**src/rtl/timer_irq.sv**
```systemverilog
// rtl/timer_irq.sv - machine timer (mtime/mtimecmp) and gated one-shot interrupt request source
// Optional software interrupt register enabled by defining TIMER_IRQ_MSIP_EN.
module timer_irq #(
  parameter int unsigned PRESCALE      = 1,
  parameter logic [63:0] MTIME_ADDR    = 64'h0200_BFF8,
  parameter logic [63:0] MTIMECMP_ADDR = 64'h0200_4000
) (
  input  logic        clk,
  input  logic        rst,
  input  logic        we_i,
  input  logic [63:0] waddr_i,
  input  logic [63:0] wdata_i,
  input  logic [63:0] raddr_i,
  output logic [63:0] rdata_o,
  input  logic [63:0] csr_mstatus,
  input  logic [63:0] csr_mie,
  input  logic        irq_ack_i,
  output logic        irq_o,
  output logic [63:0] irq_cause_o,
  output logic [63:0] mtime_o
);

  localparam logic [63:0] MSIP_ADDR  = 64'h0200_0000;
  localparam logic [63:0] CAUSE_MTI  = 64'h8000_0000_0000_0007;
  localparam logic [63:0] CAUSE_MSI  = 64'h8000_0000_0000_0003;
  localparam logic [15:0] PRESC_LAST = 16'(PRESCALE - 1);

  typedef enum logic [1:0] {S_IDLE, S_REQ, S_WAIT_CLR} state_e;

  state_e      state_q, state_d;
  logic [15:0] presc_q, presc_d;
  logic [63:0] mtime_q, mtime_d;
  logic [63:0] mtimecmp_q, mtimecmp_d;
  logic [63:0] rdata_q, rdata_d;
  logic        mtip_q, mtip_d;
  logic        irq_q, irq_d;
  logic [63:0] cause_q, cause_d;
  logic        tick, wr_mtime, wr_cmp;
  logic        msip, en, sw_en, req;
  logic [63:0] req_cause;
  logic        unused_csr;

  assign unused_csr = ^{csr_mstatus[63:4], csr_mstatus[2:0], csr_mie[63:8], csr_mie[6:4], csr_mie[2:0]};

`ifdef TIMER_IRQ_MSIP_EN
  logic msip_q, msip_d;

  always_comb begin
    msip_d = msip_q;
    if (we_i && (waddr_i == MSIP_ADDR)) msip_d = wdata_i[0];
  end

  always_ff @(posedge clk) begin
    if (!rst) msip_q <= 1'b0;
    else      msip_q <= msip_d;
  end

  assign msip = msip_q;
`else
  assign msip = 1'b0;
`endif

  always_comb begin
    tick       = (presc_q == PRESC_LAST);
    wr_mtime   = we_i && (waddr_i == MTIME_ADDR);
    wr_cmp     = we_i && (waddr_i == MTIMECMP_ADDR);
    presc_d    = tick ? 16'd0 : presc_q + 16'd1;
    mtime_d    = tick ? mtime_q + 64'd1 : mtime_q;
    // A software write to mtime wins over the increment and restarts the prescale period.
    if (wr_mtime) begin
      mtime_d = wdata_i;
      presc_d = 16'd0;
    end
    mtimecmp_d = wr_cmp ? wdata_i : mtimecmp_q;
    mtip_d     = (mtime_q >= mtimecmp_q);
    rdata_d    = 64'd0;
    if (raddr_i == MTIME_ADDR)         rdata_d = mtime_q;
    else if (raddr_i == MTIMECMP_ADDR) rdata_d = mtimecmp_q;
    else if (raddr_i == MSIP_ADDR)     rdata_d = {63'd0, msip};
  end

  always_ff @(posedge clk) begin
    if (!rst) begin
      presc_q    <= 16'd0;
      mtime_q    <= 64'd0;
      mtimecmp_q <= 64'hFFFF_FFFF_FFFF_FFFF;
      rdata_q    <= 64'd0;
      mtip_q     <= 1'b0;
      irq_q      <= 1'b0;
      cause_q    <= 64'd0;
    end else begin
      presc_q    <= presc_d;
      mtime_q    <= mtime_d;
      mtimecmp_q <= mtimecmp_d;
      rdata_q    <= rdata_d;
      mtip_q     <= mtip_d;
      irq_q      <= irq_d;
      cause_q    <= cause_d;
    end
  end

  assign en        = csr_mstatus[3] & csr_mie[7] & mtip_q;
  assign sw_en     = csr_mstatus[3] & csr_mie[3] & msip;
  assign req       = en | sw_en;
  assign req_cause = sw_en ? CAUSE_MSI : CAUSE_MTI;

  always_ff @(posedge clk) begin
    if (!rst) state_q <= S_IDLE;
    else      state_q <= state_d;
  end

  always_comb begin
    state_d = state_q;
    case (state_q)
      S_IDLE:     if (req) state_d = S_REQ;
      S_REQ: begin
        if (irq_ack_i) state_d = S_WAIT_CLR;
        else if (!req) state_d = S_IDLE;
      end
      // Held until the match condition is gone so one match yields one request.
      S_WAIT_CLR: if (!mtip_q && !msip) state_d = S_IDLE;
      default:    state_d = S_IDLE;
    endcase
  end

  always_comb begin
    irq_d   = 1'b0;
    cause_d = cause_q;
    case (state_q)
      S_IDLE: begin
        if (req) begin
          irq_d   = 1'b1;
          cause_d = req_cause;
        end
      end
      S_REQ: begin
        if (irq_ack_i) begin
          irq_d = 1'b0;
        end else if (!req) begin
          cause_d = 64'd0;
        end else begin
          irq_d   = 1'b1;
          cause_d = req_cause;
        end
      end
      default: irq_d = 1'b0;
    endcase
  end

  assign rdata_o     = rdata_q;
  assign irq_o       = irq_q;
  assign irq_cause_o = cause_q;
  assign mtime_o     = mtime_q;

endmodule

```
**config.mk**
```make
export PLATFORM = sky130hd
export DESIGN_NAME = timer_irq
export DESIGN_NICKNAME = d
export VERILOG_FILES = /design/src/rtl/timer_irq.sv
export SDC_FILE = /design/constraint.sdc
export NUM_CORES = 1
export LEC_CHECK = 0
export ABC_AREA = 1
export CAP_MARGIN = 10
export CORE_AREA = 3 3 197 199
export CTS_CLUSTER_SIZE = 28
export DETAILED_ROUTE_END_ITERATION = 12
export DIE_AREA = 0 0 200 202
export PLACE_DENSITY_LB_ADDON = 0.08
export SLEW_MARGIN = 25
export SYNTH_ARGS = -nofsm -noshare
export SYNTH_HDL_FRONTEND = slang
export SYNTH_SLANG_ARGS = --single-unit
```
**constraint.sdc**
```tcl
create_clock -name clk -period 4.45 [get_ports clk]
set_input_delay 0.445 -clock clk [delete_from_list [all_inputs] [get_ports clk]]
set_output_delay 0.445 -clock clk [all_outputs]
set_load 0.02 [all_outputs]
```
==> impl_metrics.yaml, run 1 <==
floorplanning:
  ioPinCount: 517
  row_count: 71
  dieArea_um2: 40400
  die_w_um: 200
  die_h_um: 202
  initial_core_util: 0.3617
  core-area_um2: 37400
yosys:
  yosysTopAreaCellShare: 0.3152
  synthTopCellsByArea: "dfxtp_1 (32%), nand2_1 (14%), nand3_1 (11%)"
  syn_area_um2: 13530
  synth_cells: 2105
  synth_area_per_cell_um2: 6.426
  ys_ff_latch: 213
  yosysUniqueCellTypes: 39
  synth_largest_area_cell: "dfxtp_1"
  yosysSeqAreaShare: 0.3152
  synth_warnings: 0
sta:
  skew_ns: 0.01767
  setup_violations: 0
  rsz0062_at_grt: "false"
  max_slew_margin: 0.3547
  whs_ns: 0.3184
  tightest_slew_ns: 0.9669
  drv_slew: 0
  hold_viol: 0
  period_share: 0.6212
  post-route-min-period_ns: 2.764
  final.setup.tns_ns: 0
  fmax_mhz: 361.8
global_route:
  grtUsageMet1: 0.3367
  grt_pass1_wl_um: 77240
  grt.total_usage: 0.2419
  grt_most_used_layer: "met2"
  grt_max_degree: 68
  antenna_found_initial: 0
  grt_use_met3: 0.03951
  overflow: 0
  grtUsageMet2: 0.3967
  grt_pass1_vias: 13432
clocking:
  root_buffer: "clkbuf_16"
  post_cts_resized: 0
  clkSinkCount: 213
  h-tree-depth: 1
  cts_made_buffers: 26
  clk_latency_ns: 0.55
  cts_setup_buffers: 0
  tritoncts: "yes"
  cts.clk_slew.worst_paths_ns: 0.06
  ctsHoldBuffers: 0
  clock_path_buffers: 3
critical_path:
  critPathKind: "flop to flop"
  crit_required_ns: 4.90
  cp_slowest_cell: "nor2_2"
  crit_top_cell: "nand2_2"
  cp-start-kind: "flop"
  crit_path_cell_trace: "inv_1 > ha_1 > nand3_1 > nor2_1 > nand2_2 > inv_2 > nor2_2 > nand2_2 > nor3b_1"
  path_delay_family: "simple AND/OR/NAND/NOR gates"
  crit_buf_inv: 2
  critPathCaptureType: "flop"
  path_max_fanout: 18
  critical_path.max_stage_delay_ns: 0.65
  arrival_ns: 3.21
routing:
  ant_nets: 0
  vias_per_cell: 4.897
  wl_per_cell_um: 17.34
  dr.pass1.iters: 5
  drc: 0
  vias: 14333
  postRouteWirelength_um: 50740
  drtIter0Drc: 781
placed_design:
  post-dp-hpwl_um: 39940
  portBuffers: 330
  place_area_um2: 16950
  routabilityCongestion: 0.9319
power_and_ir_drop:
  irDropWorstVdd_uv: 269.1
  comb_power_share: 0.078
  clock_power_share: 0.473
  p_int_uw: 3258
  cellLeakagePower_uw: 0.007672
  p_seq_frac: 0.450
  p_per_area_nw_per_um2: 240.1
  switching_share: 0.2356
  power.switching_uw: 1004
layout:
  drive_gt1_frac: 0.04677
  postLayoutCellArea_um2: 17750
  nNetsFinal: 2788
  diodes: 0
  area_delta_synth_final_pct: 31.23
worst_hold_path:
  hold_class: "input port to flop"
status:
  status: "complete, no violations"
run:
  cap_violations: 0
worst register-to-register path, delay by kind of cell, from the launching register on:
kind | cells | cell delay, ns
buffers and inverters | 2 | 0.29
adders and majority gates | 1 | 0.20
and+or+nand+nor | 6 | 1.83
DFF | 1 | 0.36
synthesized netlist by cell type, drive strengths merged:
master	n
xor2	12
o21a	1
clkbuf	29
xnor2	20
conb	1
a21o	3
nor2	308
nor3b	2
a21oi	150
nand4	41
nand3	291
nand3b	11
nor4	4
or2	1
dfxtp	213
ha	67
o21ai	59
nor3	28
and2	2
buf	114
nand2	536
nor2b	1
o2111ai	1
o21bai	1
and3	1
o22ai	1
inv	207
area by class of cell:
| class | count | area, um^2 |
|---|---|---|
| Fill cell | 3911 | 19650 |
| Multi-Input combinational cell | 1601 | 7821 |
| Sequential cell | 213 | 4264 |
| Timing Repair Buffer | 348 | 3448 |
| Inverter | 207 | 777.0 |
| Clock buffer | 39 | 760.7 |
| Tap cell | 511 | 639.4 |
| Clock inverter | 8 | 40.04 |
layout by cell type (no fill, tap or decap), types with 8 or more instances in the layout:
master and instances:
nor2_1 283, clkbuf_1 8, nand3b_1 11, clkinv_2 8, nand2_2 15, xor2_1 12
inv_1 200, clkdlybuf4s50_1 329, clkbuf_16 27, nor2_2 15, conb_1 60, nor2_4 9
ha_1 67, nand4_1 41, dfxtp_1 213, nand2_1 520, nor3_1 26, o21ai_1 12
buf_4 18, xnor2_1 20, nand3_1 287, a21oi_1 150, o21ai_0 47
final timing paths:
kind,startpoint,end,slack [ns],depth (start not counted)
worst max-delay path,presc_q[0]$_SDFF_PP0_,presc_q[3]$_SDFF_PP0_,1.69,9
worst min register to register,presc_q[0]$_SDFF_PP0_,presc_q[0]$_SDFF_PP0_,0.45,1
worst max register to register,presc_q[0]$_SDFF_PP0_,presc_q[3]$_SDFF_PP0_,1.69,9
worst min-delay path,rst,mtimecmp_q[57]$_SDFFE_PN1P_,0.32,2
power by group through the flow:
stage / combinational, uW / sequential, uW / clock, uW
floorplan: 144 / 1960 / 0
CTS: 331 / 1920 / 2070
detailed placement: 330 / 1960 / 0
global placement: 328 / 1960 / 0
finish: 330 / 1920 / 2020
global route: 354 / 1920 / 2140
per-layer routing:
metal  up-vias  wire, um  part of all wire
met3        45      3616             0.071
met4         0       748             0.015
met1      6536     23480              0.46
met5         -         0                 0
met2       471     22890              0.45
li1       7281         -                 -
metrics by stage:
step	std cells	utilization	total power [uW]	setup slack (ns)
after CTS	2927	0.4746	4318	1.642
after global routing	2927	0.4746	4410	1.442
final	2927	0.4746	4262	1.686
after floorplan	2164	-	2102	2.672
after detailed placement	2880	0.4532	2288	1.325
after global placement	2880	0.4532	2286	1.345
cells by family after synthesis:
| logic type | share of synthesized area |
|---|---|
| and+or+nand+nor | 0.3964 |
| other | 0.0002772 |
| adders and majority gates | 0.06197 |
| AOI/OAI and AO/OA | 0.08121 |
| xor gates and xnor gates | 0.02072 |
| DFF | 0.3152 |
| buffers and inverters | 0.1242 |
sequential cells by signal, indices dropped and copies added, names as in the netlist:
signal,cells
mtime_o,64
mtimecmp_q,64
rdata_o,64
presc_q,16
state_q,2
irq_cause_o,1
irq_o,1
mtip_q,1
(Power assumes the default switching activity.)
==> run 2: changes to the inputs <==
--- a/config.mk
+++ b/config.mk
@@ -7,10 +7,10 @@
 export LEC_CHECK = 0
 export ABC_AREA = 1
 export CAP_MARGIN = 10
-export CORE_AREA = 3 3 197 199
+export CORE_AREA = 3 3 200 202
 export CTS_CLUSTER_SIZE = 28
 export DETAILED_ROUTE_END_ITERATION = 12
-export DIE_AREA = 0 0 200 202
+export DIE_AREA = 0 0 203 205
 export PLACE_DENSITY_LB_ADDON = 0.08
 export SLEW_MARGIN = 25
 export SYNTH_ARGS = -nofsm -noshare
==> constraint.sdc (replaced) <==
create_clock -name clk -period 2.6 [get_ports clk]
set_input_delay 0.26 -clock clk [delete_from_list [all_inputs] [get_ports clk]]
set_output_delay 0.26 -clock clk [all_outputs]
set_load 0.02 [all_outputs]
==> impl_metrics.yaml, run 2 (synthesized netlist as in run 1, its figures left out) <==
clocking:
  clock_path_buffers: 3
  cts.clk_slew.worst_paths_ns: 0.06
  tritoncts: "yes"
  post_cts_resized: 0
  h-tree-depth: 1
  clkSinkCount: 213
  ctsHoldBuffers: 0
  cts_setup_buffers: 0
  root_buffer: "clkbuf_16"
  cts_made_buffers: 25
  clk_latency_ns: 0.55
floorplanning:
  dieArea_um2: 41620
  row_count: 72
  die_h_um: 205
  die_w_um: 203
  initial_core_util: 0.3516
  core-area_um2: 38470
  ioPinCount: 517
placed_design:
  dp.cells: 2922
  post-dp-hpwl_um: 40810
  place_area_um2: 17310
  routabilityCongestion: 0.9287
  portBuffers: 330
critical_path:
  critPathKind: "flop to flop"
  path_max_fanout: 16
  arrival_ns: 2.75
  crit_required_ns: 3.06
  critPathCaptureType: "flop"
  cp-start-kind: "flop"
routing:
  postRouteWirelength_um: 51220
  vias: 14365
  wl_met3_um: 3499
  wl_per_cell_um: 17.28
  drc: 0
  ant_nets: 0
  wl_met2_um: 22950
  drtIter0Drc: 907
  dr.pass1.iters: 5
  wl_met1_um: 23960
  vias_per_cell: 4.846
  highest_layer: "met4"
sta:
  hold_viol: 0
  skew_ns: 0.01428
  fmax_mhz: 436.1
  tightest_slew_ns: 0.7596
  rsz0062_at_grt: "false"
  period_share: 0.8819
  setup_violations: 0
  post-route-min-period_ns: 2.293
  max_slew_margin: 0.4931
  drv_slew: 0
layout:
  final_common_cell: "nand2_1"
  nNetsFinal: 2822
  area_delta_synth_final_pct: 34.28
  drive_gt1_frac: 0.06051
  layout_common_cells: "nand2_1 (520), clkdlybuf4s50_1 (329), nand3_1 (287), nor2_1 (283), dfxtp_1 (213)"
  postLayoutCellArea_um2: 18160
  diodes: 0
  instances_no_fill: 2964
global_route:
  grt_pass1_vias: 13581
  grt_max_degree: 65
  grt.total_usage: 0.2366
  grt_pass1_wl_um: 78450
  antenna_found_initial: 0
  overflow: 0
power_and_ir_drop:
  cellLeakagePower_uw: 0.007906
  total_power_uw: 7579
  p_per_area_nw_per_um2: 417.3
  irDropWorstVdd_uv: 405.8
run:
  cap_violations: 0
worst_hold_path:
  hold_class: "input port to flop"
status:
  status: "complete, no violations"
==> run 2: through the flow <==
step                      hold WS [ns]  setup WS, ns   TNS [ns]  utilization
after global routing            0.1989       0.07994          0       0.4722
after CTS                       0.1625        0.2576          0       0.4722
after floorplan                 0.4026        0.8216          0            -
after detailed placement        0.4447     -0.009261  -0.009261       0.4500
after global placement          0.4332       0.05667          0       0.4500
final                           0.1870        0.3070          0       0.4722
==> run 2: routing by layer <==
layer	vias up	global-route usage
met5	-	0
met4	0	0.04850
met3	43	0.04449
met2	427	0.3875
met1	6568	0.3261
li1	7327	-
==> run 2: path summary, 6_finish.rpt <==
check	from	slack, ns	to	depth (start not counted)
setup / recovery	presc_q[0]$_SDFF_PP0_	0.31	presc_q[3]$_SDFF_PP0_	9
hold / removal	rst	0.19	mtimecmp_q[30]$_SDFFE_PN1P_	2
setup reg to reg	presc_q[0]$_SDFF_PP0_	0.31	presc_q[3]$_SDFF_PP0_	9
hold reg to reg	presc_q[0]$_SDFF_PP0_	0.45	presc_q[0]$_SDFF_PP0_	1
==> run 2: final cells by class <==
cell class,instances,area [um^2]
Clock buffer,33,705.7
Clock inverter,9,148.9
Fill cell,4078,20300
Inverter,207,777.0
Multi-Input combinational cell,1601,7821
Sequential cell,213,4264
Tap cell,518,648.1
Timing Repair Buffer,383,3799
==> run 2: critical path: stages (launching register included) <==
cell	delay, ns
dfxtp_1	0.35
inv_1	0.06
ha_1	0.21
nand3_1	0.09
nor2_1	0.07
nand2_2	0.11
inv_2	0.05
nor2_2	0.60
nand2_2	0.38
nor3b_1	0.28
==> run 2: power breakdown <==
| group | switching, uW | leakage [uW] | internal (uW) |
|---|---|---|---|
| combinational | 268 | 0.00576 | 309 |
| sequential | 5.40 | 0.00172 | 3270 |
| clock | 1440 | 0.000424 | 2280 |
| total | 1720 | 0.00791 | 5860 |
